File: src/rtl/pipe_fp_add_if.sv
// Operand/result handshake bundle for pipe_fp_add.
// The master drives the operand pair and out_ready; the slave (the adder) drives results.
interface pipe_fp_add_if;
  logic        in_valid;
  logic        in_ready;
  logic        xs;
  logic [7:0]  xe;
  logic [22:0] xm;
  logic        ys;
  logic [7:0]  ye;
  logic [22:0] ym;
  logic        out_valid;
  logic        out_ready;
  logic        out_outs;
  logic [7:0]  out_oute;
  logic [22:0] out_outm;

  modport master (
    output in_valid, xs, xe, xm, ys, ye, ym, out_ready,
    input  in_ready, out_valid, out_outs, out_oute, out_outm
  );

  modport slave (
    input  in_valid, xs, xe, xm, ys, ye, ym, out_ready,
    output in_ready, out_valid, out_outs, out_oute, out_outm
  );
endinterface

File: src/rtl/pipe_fp_add.sv
// Three-stage FP32 adder: compare/swap, align/add, normalize/pack; denormals flush to zero.
// Define FP_SPECIAL_EN for round-to-nearest-even and inf/NaN handling; otherwise it truncates.
module pipe_fp_add #(
  parameter int SHIFT_MAX  = 27,
  parameter int PIPE_DEPTH = 3
) (
  input logic          clk,
  input logic          rst,
  pipe_fp_add_if.slave bus
);
  localparam int         LAST      = PIPE_DEPTH - 1;
  localparam logic [7:0] SHIFT_SAT = 8'(SHIFT_MAX);

  logic                  advance;
  logic [PIPE_DEPTH-1:0] vld_q;

  assign advance       = !vld_q[LAST] || bus.out_ready;
  assign bus.in_ready  = advance;
  assign bus.out_valid = vld_q[LAST];

  // The whole pipe moves together; a stall freezes every stage.
  genvar gi;
  generate
    for (gi = 0; gi < PIPE_DEPTH; gi++) begin : g_vld
      if (gi == 0) begin : g_head
        always_ff @(posedge clk) begin
          if (rst)          vld_q[gi] <= 1'b0;
          else if (advance) vld_q[gi] <= bus.in_valid;
        end
      end else begin : g_tail
        always_ff @(posedge clk) begin
          if (rst)          vld_q[gi] <= 1'b0;
          else if (advance) vld_q[gi] <= vld_q[gi-1];
        end
      end
    end
  endgenerate

  // ---------------- stage 1: compare / swap ----------------
  logic        a_big;
  logic        s1_sign_d, s1_sub_d, s1_byp_d, s1_byp_s_d;
  logic [7:0]  s1_e_d, s1_d_d, s1_byp_e_d;
  logic [23:0] s1_big_m_d, s1_small_m_d;
  logic [22:0] s1_byp_m_d;
  logic        s1_sign_q, s1_sub_q, s1_byp_q, s1_byp_s_q;
  logic [7:0]  s1_e_q, s1_d_q, s1_byp_e_q;
  logic [23:0] s1_big_m_q, s1_small_m_q;
  logic [22:0] s1_byp_m_q;
`ifdef FP_SPECIAL_EN
  logic x_inf, y_inf, x_nan, y_nan;
`endif

  always_comb begin
    a_big        = {bus.xe, bus.xm} >= {bus.ye, bus.ym};
    s1_sign_d    = a_big ? bus.xs : bus.ys;
    s1_sub_d     = bus.xs ^ bus.ys;
    s1_e_d       = a_big ? bus.xe : bus.ye;
    s1_d_d       = a_big ? (bus.xe - bus.ye) : (bus.ye - bus.xe);
    s1_big_m_d   = {1'b1, a_big ? bus.xm : bus.ym};
    s1_small_m_d = {1'b1, a_big ? bus.ym : bus.xm};
    s1_byp_d     = 1'b1;
    s1_byp_s_d   = bus.xs & bus.ys;
    s1_byp_e_d   = 8'd0;
    s1_byp_m_d   = 23'd0;
    if (bus.xe == 8'd0 && bus.ye == 8'd0) begin
      s1_byp_d = 1'b1;
    end else if (bus.xe == 8'd0) begin
      s1_byp_s_d = bus.ys;
      s1_byp_e_d = bus.ye;
      s1_byp_m_d = bus.ym;
    end else if (bus.ye == 8'd0) begin
      s1_byp_s_d = bus.xs;
      s1_byp_e_d = bus.xe;
      s1_byp_m_d = bus.xm;
    end else begin
      s1_byp_d = 1'b0;
    end
`ifdef FP_SPECIAL_EN
    x_inf = (bus.xe == 8'hFF) && (bus.xm == 23'd0);
    y_inf = (bus.ye == 8'hFF) && (bus.ym == 23'd0);
    x_nan = (bus.xe == 8'hFF) && (bus.xm != 23'd0);
    y_nan = (bus.ye == 8'hFF) && (bus.ym != 23'd0);
    if (x_nan || y_nan || (x_inf && y_inf && (bus.xs != bus.ys))) begin
      s1_byp_d   = 1'b1;
      s1_byp_s_d = 1'b0;
      s1_byp_e_d = 8'hFF;
      s1_byp_m_d = 23'h400000;
    end else if (x_inf) begin
      s1_byp_d   = 1'b1;
      s1_byp_s_d = bus.xs;
      s1_byp_e_d = 8'hFF;
      s1_byp_m_d = 23'd0;
    end else if (y_inf) begin
      s1_byp_d   = 1'b1;
      s1_byp_s_d = bus.ys;
      s1_byp_e_d = 8'hFF;
      s1_byp_m_d = 23'd0;
    end
`endif
  end

  always_ff @(posedge clk) begin
    if (rst) begin
      s1_sign_q    <= 1'b0;
      s1_sub_q     <= 1'b0;
      s1_e_q       <= 8'd0;
      s1_d_q       <= 8'd0;
      s1_big_m_q   <= 24'd0;
      s1_small_m_q <= 24'd0;
      s1_byp_q     <= 1'b0;
      s1_byp_s_q   <= 1'b0;
      s1_byp_e_q   <= 8'd0;
      s1_byp_m_q   <= 23'd0;
    end else if (advance && bus.in_valid) begin
      s1_sign_q    <= s1_sign_d;
      s1_sub_q     <= s1_sub_d;
      s1_e_q       <= s1_e_d;
      s1_d_q       <= s1_d_d;
      s1_big_m_q   <= s1_big_m_d;
      s1_small_m_q <= s1_small_m_d;
      s1_byp_q     <= s1_byp_d;
      s1_byp_s_q   <= s1_byp_s_d;
      s1_byp_e_q   <= s1_byp_e_d;
      s1_byp_m_q   <= s1_byp_m_d;
    end
  end

  // ---------------- stage 2: align / add ----------------
  logic [7:0]  shift_amt;
  logic [26:0] small_ext, small_shr;
  logic        sticky;
  logic [27:0] s2_sum_d;
  logic        s2_sign_q, s2_byp_q, s2_byp_s_q;
  logic [7:0]  s2_e_q, s2_byp_e_q;
  logic [27:0] s2_sum_q;
  logic [22:0] s2_byp_m_q;

  always_comb begin
    shift_amt = (s1_d_q > SHIFT_SAT) ? SHIFT_SAT : s1_d_q;
    small_ext = {s1_small_m_q, 3'b000};
    small_shr = small_ext >> shift_amt;
    sticky    = |(small_ext & ~({27{1'b1}} << shift_amt));
    if (s1_sub_q)
      s2_sum_d = {1'b0, s1_big_m_q, 3'b000} - {1'b0, small_shr[26:1], small_shr[0] | sticky};
    else
      s2_sum_d = {1'b0, s1_big_m_q, 3'b000} + {1'b0, small_shr[26:1], small_shr[0] | sticky};
  end

  always_ff @(posedge clk) begin
    if (rst) begin
      s2_sign_q  <= 1'b0;
      s2_e_q     <= 8'd0;
      s2_sum_q   <= 28'd0;
      s2_byp_q   <= 1'b0;
      s2_byp_s_q <= 1'b0;
      s2_byp_e_q <= 8'd0;
      s2_byp_m_q <= 23'd0;
    end else if (advance && vld_q[0]) begin
      s2_sign_q  <= s1_sign_q;
      s2_e_q     <= s1_e_q;
      s2_sum_q   <= s2_sum_d;
      s2_byp_q   <= s1_byp_q;
      s2_byp_s_q <= s1_byp_s_q;
      s2_byp_e_q <= s1_byp_e_q;
      s2_byp_m_q <= s1_byp_m_q;
    end
  end

  // ---------------- stage 3: normalize / pack ----------------
  logic [4:0]        lz;
  logic              lz_found;
  logic [26:0]       norm;
  logic signed [9:0] exp_norm, exp_rnd;
  logic [22:0]       frac;
  logic              out_s_d, out_s_q;
  logic [7:0]        out_e_d, out_e_q;
  logic [22:0]       out_m_d, out_m_q;
`ifdef FP_SPECIAL_EN
  logic              round_up;
  logic [24:0]       mant_rnd;
`endif

  always_comb begin
    lz       = 5'd0;
    lz_found = 1'b0;
    for (int i = 26; i >= 0; i--) begin
      if (!lz_found && s2_sum_q[i]) begin
        lz       = 5'(26 - i);
        lz_found = 1'b1;
      end
    end
    if (s2_sum_q[27]) begin
      norm     = {s2_sum_q[27:2], s2_sum_q[1] | s2_sum_q[0]};
      exp_norm = $signed({2'b00, s2_e_q}) + 10'sd1;
    end else begin
      norm     = s2_sum_q[26:0] << lz;
      exp_norm = $signed({2'b00, s2_e_q}) - $signed({5'b00000, lz});
    end
`ifdef FP_SPECIAL_EN
    round_up = norm[2] & (norm[3] | norm[1] | norm[0]);
    mant_rnd = {1'b0, norm[26:3]} + {24'd0, round_up};
    if (mant_rnd[24]) begin
      frac    = mant_rnd[23:1];
      exp_rnd = exp_norm + 10'sd1;
    end else begin
      frac    = mant_rnd[22:0];
      exp_rnd = exp_norm;
    end
`else
    frac    = 23'(norm >> 3);
    exp_rnd = exp_norm;
`endif
    out_s_d = s2_sign_q;
    out_e_d = exp_rnd[7:0];
    out_m_d = frac;
    if (s2_byp_q) begin
      out_s_d = s2_byp_s_q;
      out_e_d = s2_byp_e_q;
      out_m_d = s2_byp_m_q;
    end else if (s2_sum_q == 28'd0) begin
      out_s_d = 1'b0;
      out_e_d = 8'd0;
      out_m_d = 23'd0;
    end else if (exp_rnd >= 10'sd255) begin
      out_e_d = 8'hFF;
      out_m_d = 23'd0;
    end else if (exp_rnd <= 10'sd0) begin
      out_s_d = 1'b0;
      out_e_d = 8'd0;
      out_m_d = 23'd0;
    end
  end

  always_ff @(posedge clk) begin
    if (rst) begin
      out_s_q <= 1'b0;
      out_e_q <= 8'd0;
      out_m_q <= 23'd0;
    end else if (advance && vld_q[1]) begin
      out_s_q <= out_s_d;
      out_e_q <= out_e_d;
      out_m_q <= out_m_d;
    end
  end

  assign bus.out_outs = out_s_q;
  assign bus.out_oute = out_e_q;
  assign bus.out_outm = out_m_q;
endmodule

File: src/flat_wrapper.sv
// flat-port wrapper written by rule: the top's interface ports become plain ports
module pipe_fp_add_flat 
#(
  parameter int SHIFT_MAX  = 27,
  parameter int PIPE_DEPTH = 3
)
  (clk, rst, bus_in_valid, bus_xs, bus_xe, bus_xm, bus_ys, bus_ye, bus_ym, bus_out_ready, bus_in_ready, bus_out_valid, bus_out_outs, bus_out_oute, bus_out_outm);
  pipe_fp_add_if bus_i ();
  input logic clk;
  input logic rst;
  input wire logic [$bits(bus_i.in_valid)-1:0] bus_in_valid;
  input wire logic [$bits(bus_i.xs)-1:0] bus_xs;
  input wire logic [$bits(bus_i.xe)-1:0] bus_xe;
  input wire logic [$bits(bus_i.xm)-1:0] bus_xm;
  input wire logic [$bits(bus_i.ys)-1:0] bus_ys;
  input wire logic [$bits(bus_i.ye)-1:0] bus_ye;
  input wire logic [$bits(bus_i.ym)-1:0] bus_ym;
  input wire logic [$bits(bus_i.out_ready)-1:0] bus_out_ready;
  output wire logic [$bits(bus_i.in_ready)-1:0] bus_in_ready;
  output wire logic [$bits(bus_i.out_valid)-1:0] bus_out_valid;
  output wire logic [$bits(bus_i.out_outs)-1:0] bus_out_outs;
  output wire logic [$bits(bus_i.out_oute)-1:0] bus_out_oute;
  output wire logic [$bits(bus_i.out_outm)-1:0] bus_out_outm;
  assign bus_i.in_valid = bus_in_valid;
  assign bus_i.xs = bus_xs;
  assign bus_i.xe = bus_xe;
  assign bus_i.xm = bus_xm;
  assign bus_i.ys = bus_ys;
  assign bus_i.ye = bus_ye;
  assign bus_i.ym = bus_ym;
  assign bus_i.out_ready = bus_out_ready;
  assign bus_in_ready = bus_i.in_ready;
  assign bus_out_valid = bus_i.out_valid;
  assign bus_out_outs = bus_i.out_outs;
  assign bus_out_oute = bus_i.out_oute;
  assign bus_out_outm = bus_i.out_outm;
  pipe_fp_add #(.SHIFT_MAX(SHIFT_MAX), .PIPE_DEPTH(PIPE_DEPTH)) u_core (.clk(clk), .rst(rst), .bus(bus_i));
endmodule
File: config.mk
export PLATFORM = sky130hd
export DESIGN_NAME = pipe_fp_add_flat
export DESIGN_NICKNAME = d
export VERILOG_FILES = /design/src/rtl/pipe_fp_add_if.sv /design/src/rtl/pipe_fp_add.sv /design/src/flat_wrapper.sv
export SDC_FILE = /design/constraint.sdc
export NUM_CORES = 1
export LEC_CHECK = 0
export ABC_AREA = 1
export CAP_MARGIN = 25
export CELL_PAD_IN_SITES_DETAIL_PLACEMENT = 2
export CELL_PAD_IN_SITES_GLOBAL_PLACEMENT = 2
export CORE_ASPECT_RATIO = 0.6
export CORE_MARGIN = 5
export CORE_UTILIZATION = 30
export CTS_CLUSTER_DIAMETER = 50
export DETAILED_ROUTE_END_ITERATION = 8
export PLACE_DENSITY_LB_ADDON = 0.1
export SLEW_MARGIN = 0
export SYNTH_ARGS = -nofsm -noshare
export SYNTH_HDL_FRONTEND = slang
export SYNTH_SLANG_ARGS = --single-unit
export TNS_END_PERCENT = 10
File: constraint.sdc
create_clock -name clk -period 4.2 [get_ports clk]
set_clock_uncertainty 0.05 [all_clocks]
set_input_delay 0.84 -clock clk [delete_from_list [all_inputs] [get_ports clk]]
set_output_delay 0.84 -clock clk [all_outputs]
set_load 0.02 [all_outputs]
==> impl_metrics.json <==
{
  "ios": 102,
  "layout_common_cells": "584 x nand2_1, 326 x a21oi_1, 297 x buf_4",
  "cts_root_buf": "clkbuf_16",
  "routedWlPerCell_um": 25.4,
  "port_buffers": 101,
  "cts_tree": "done",
  "grt_pass1_wl_um": 140000,
  "tightest_slew_ns": 0.989,
  "antenna_left": 0,
  "placed_area_um2": 20100,
  "syn_nets": 2903,
  "die_w_um": 314,
  "grt_max_degree": 153,
  "synth_cells": 2735,
  "layout_commonest_cell": "nand2_1",
  "drv_cap": 0,
  "cp_top_family": "simple AND/OR/NAND/NOR gates",
  "peakVddDrop_uv": 322,
  "cts_max_level": 1,
  "via_count": 21000,
  "power.density_nw_per_um2": 482,
  "hold_violations": 0,
  "slowest_delay_ns": 0.37,
  "ys_ff_latch": 203,
  "rsz0062_at_grt": "true",
  "antenna_found_initial": 2,
  "p_total_uw": 10800,
  "drive_gt1_frac": 0.200,
  "dp_hpwl_um": 75300,
  "diodes": 0,
  "wl_um": 95900,
  "grt.met1_usage": 0.452,
  "critPathArrivalTime_ns": 4.87,
  "die_area_um2": 60400,
  "initial_core_util": 0.305,
  "post-route-min-period_ns": 4.46,
  "slew_headroom": 0.340,
  "cp_max_fo": 6,
  "yosysSeqAreaShare": 0.244,
  "worstSetupEndpointType": "flip-flop",
  "core-area_um2": 54500,
  "clkTransAtPathRegs_ns": 0.06,
  "grt_use_met3": 0.0912,
  "final_area_um2": 22400,
  "cts_sinks": 203,
  "ys.flop_type": "dfxtp_1",
  "cts_buffer_depth": 3,
  "grt_pass1_vias": 22100,
  "setup_ws_ns": -0.262,
  "synth_edf_count": 0,
  "yosys_warnings": 0,
  "cp_slowest_cell": "dfxtp_2",
  "cts_made_buffers": 27,
  "required_ns": 4.61,
  "remaining_drc_errors": 0,
  "synth_top_area_share": 0.244,
  "grt_overflow": 0,
  "viasPerCell": 5.58,
  "drv_slew": 0,
  "setup_viol": 25,
  "drt_iter0_markers": 1634,
  "ys_top_cells_by_area": "dfxtp_1 24%, nand2_1 14%, a21oi_1 11%, nand3_1 7.6%, ha_1 7.2%",
  "clk_latency_ns": 0.58,
  "finalSetupTns_ns": -3.91,
  "busiest_layer": "met1",
  "min_period_over_period": 1.06,
  "startpoint_type": "flip-flop",
  "crit_top_cell": "nor2_4",
  "die_height_um": 192,
  "max_freq_ghz": 0.224,
  "synth_top_cell_by_area": "dfxtp_1",
  "avgSynthCellArea_um2": 6.08,
  "async_reset_ff_frac": 0,
  "syn_to_final_growth_pct": 34.6,
  "synth_area_um2": 16600,
  "cts_hold_buf": 0,
  "dr.pass1.iters": 5,
  "grt_use_total": 0.303,
  "violations": "negative setup slack",
  "setup.worst_path.class": "flip-flop to flip-flop",
  "p_leak_uw": 0.0103,
  "crit_buf_inv": 6,
  "fp-row-count": 66,
  "min_path_type": "flip-flop to flip-flop",
  "ff2ff_setup_slack_ns": -0.26,
  "gp_congestion": 0.972,
  "use_met2": 0.441,
  "ys_types": 58,
  "status": "finished with violations",
  "pre_cts_ws_ns": -0.496,
  "final_nets": 3202
}
cells by family (layout without fill, tap and decap cells):
kind of cell / Yosys count / in the layout / share of synthesized area
fa+ha+maj: 100 / 100 / 0.0770
simple gates: 1197 / 1197 / 0.312
compound gates: 748 / 748 / 0.244
buf+inv: 460 / 779 / 0.108
xor+xnor: 27 / 27 / 0.0142
flops: 203 / 203 / 0.244
worst reg2reg max path, cell delays in order (launching register included):
cell and delay (ns):
dfxtp_2 0.37, nor2_4 0.05, nand3_2 0.09, nor2_4 0.07, buf_6 0.12, buf_4 0.13, nand2_1 0.07, inv_2 0.05
o211ai_1 0.12, nand4_1 0.31, nor2_4 0.34, ha_4 0.26, buf_4 0.15, xnor2_1 0.13, nand2_1 0.09, o21ai_2 0.09
inv_1 0.11, nand3_1 0.10, nor3_2 0.24, nand2_1 0.13, nor2_2 0.16, nand2_4 0.07, o21ai_4 0.20, nor2_4 0.07
nand2_4 0.14, clkinvlp_4 0.22, o211ai_1 0.27, a21oi_1 0.13
synthesized netlist by cell type, types with 3 or more instances:
| cell | count |
|---|---|
| a21o_1 | 6 |
| nand3_1 | 252 |
| o211ai_1 | 31 |
| o21ai_0 | 215 |
| a21oi_1 | 358 |
| nand4_1 | 40 |
| nor2_1 | 207 |
| nor3_1 | 24 |
| o221ai_1 | 4 |
| o2111ai_1 | 3 |
| xor2_1 | 24 |
| a31oi_1 | 30 |
| o21ai_1 | 32 |
| o22ai_1 | 36 |
| or2_2 | 4 |
| o21a_1 | 7 |
| buf_4 | 11 |
| nor2_4 | 8 |
| buf_2 | 23 |
| fa_1 | 4 |
| nor4_1 | 12 |
| dfxtp_1 | 203 |
| buf_1 | 6 |
| o311ai_0 | 3 |
| a311oi_1 | 3 |
| nor2_2 | 7 |
| ha_1 | 96 |
| inv_1 | 288 |
| clkinv_1 | 3 |
| clkbuf_1 | 109 |
| nand2_1 | 616 |
| inv_2 | 19 |
| xnor2_1 | 3 |
| a22oi_1 | 3 |
| o31ai_1 | 3 |
| nand3_2 | 6 |
| nand2_2 | 9 |
per-layer routing:
layer | share of wire | vias to the layer above
met2 | 0.40 | 551
met1 | 0.49 | 10600
met4 | 0.013 | 0
li1 | - | 9779
met3 | 0.094 | 73
met5 | 0 | -
per-stage QoR:
| step | util | hold WS (ns) | cells |
|---|---|---|---|
| global route | 0.411 | 0.438 | 3768 |
| global placement | 0.368 | 0.402 | 3674 |
| detailed placement | 0.368 | 0.407 | 3674 |
| CTS | 0.395 | 0.417 | 3744 |
| finish | 0.411 | 0.417 | 3768 |
| floorplan | - | 0.388 | 2735 |
where the power goes:
part           internal (uW)  total, uW  switching [uW]
Sequential              2050       2220             169
Combinational           2190       6180            3990
Clock                   1360       2390            1030
worst paths after layout:
path / startpoint / end / cells after the start
max reg2reg: u_core.s2_sum_q[21] / u_core.bus.out_outm[2] / 27
min: u_core.s1_byp_e_q[7] / u_core.s1_byp_e_q[7] / 2
max: u_core.s2_sum_q[21] / u_core.bus.out_outm[2] / 27
min reg2reg: u_core.s1_byp_e_q[7] / u_core.s1_byp_e_q[7] / 2
cell type report:
class | count | area, um^2
inverter | 310 | 1170
clock inverter | 14 | 191
multi-input combinational | 2072 | 11700
clock buffer | 35 | 716
tap | 714 | 893
fill | 6525 | 32100
timing repair inverter | 1 | 7.51
sequential | 203 | 4090
timing repair buffer | 419 | 3590
what timing repair did:
item,4_1_cts,5_1_grt
endpoints found under the setup margin,39,51
pin swaps,38,77
gates cloned,2,1
gates resized for setup,103,165
buffers inserted,19,26
sequential cells by signal, indices dropped and copies added (netlist names), 2 cells and up:
signal / cells
u_core.s1_d_q: 8
u_core.s2_byp_e_q: 8
u_core.bus.out_oute: 8
u_core.s2_byp_m_q: 23
u_core.s1_e_q: 8
u_core.bus.out_outm: 23
u_core.s1_small_m_q: 24
u_core.s2_e_q: 8
u_core.s1_byp_m_q: 23
u_core.s1_byp_e_q: 8
u_core.vld_q: 2
u_core.s1_big_m_q: 23
u_core.s2_sum_q: 28
No activity file was read; power rests on OpenSTA's default activity.
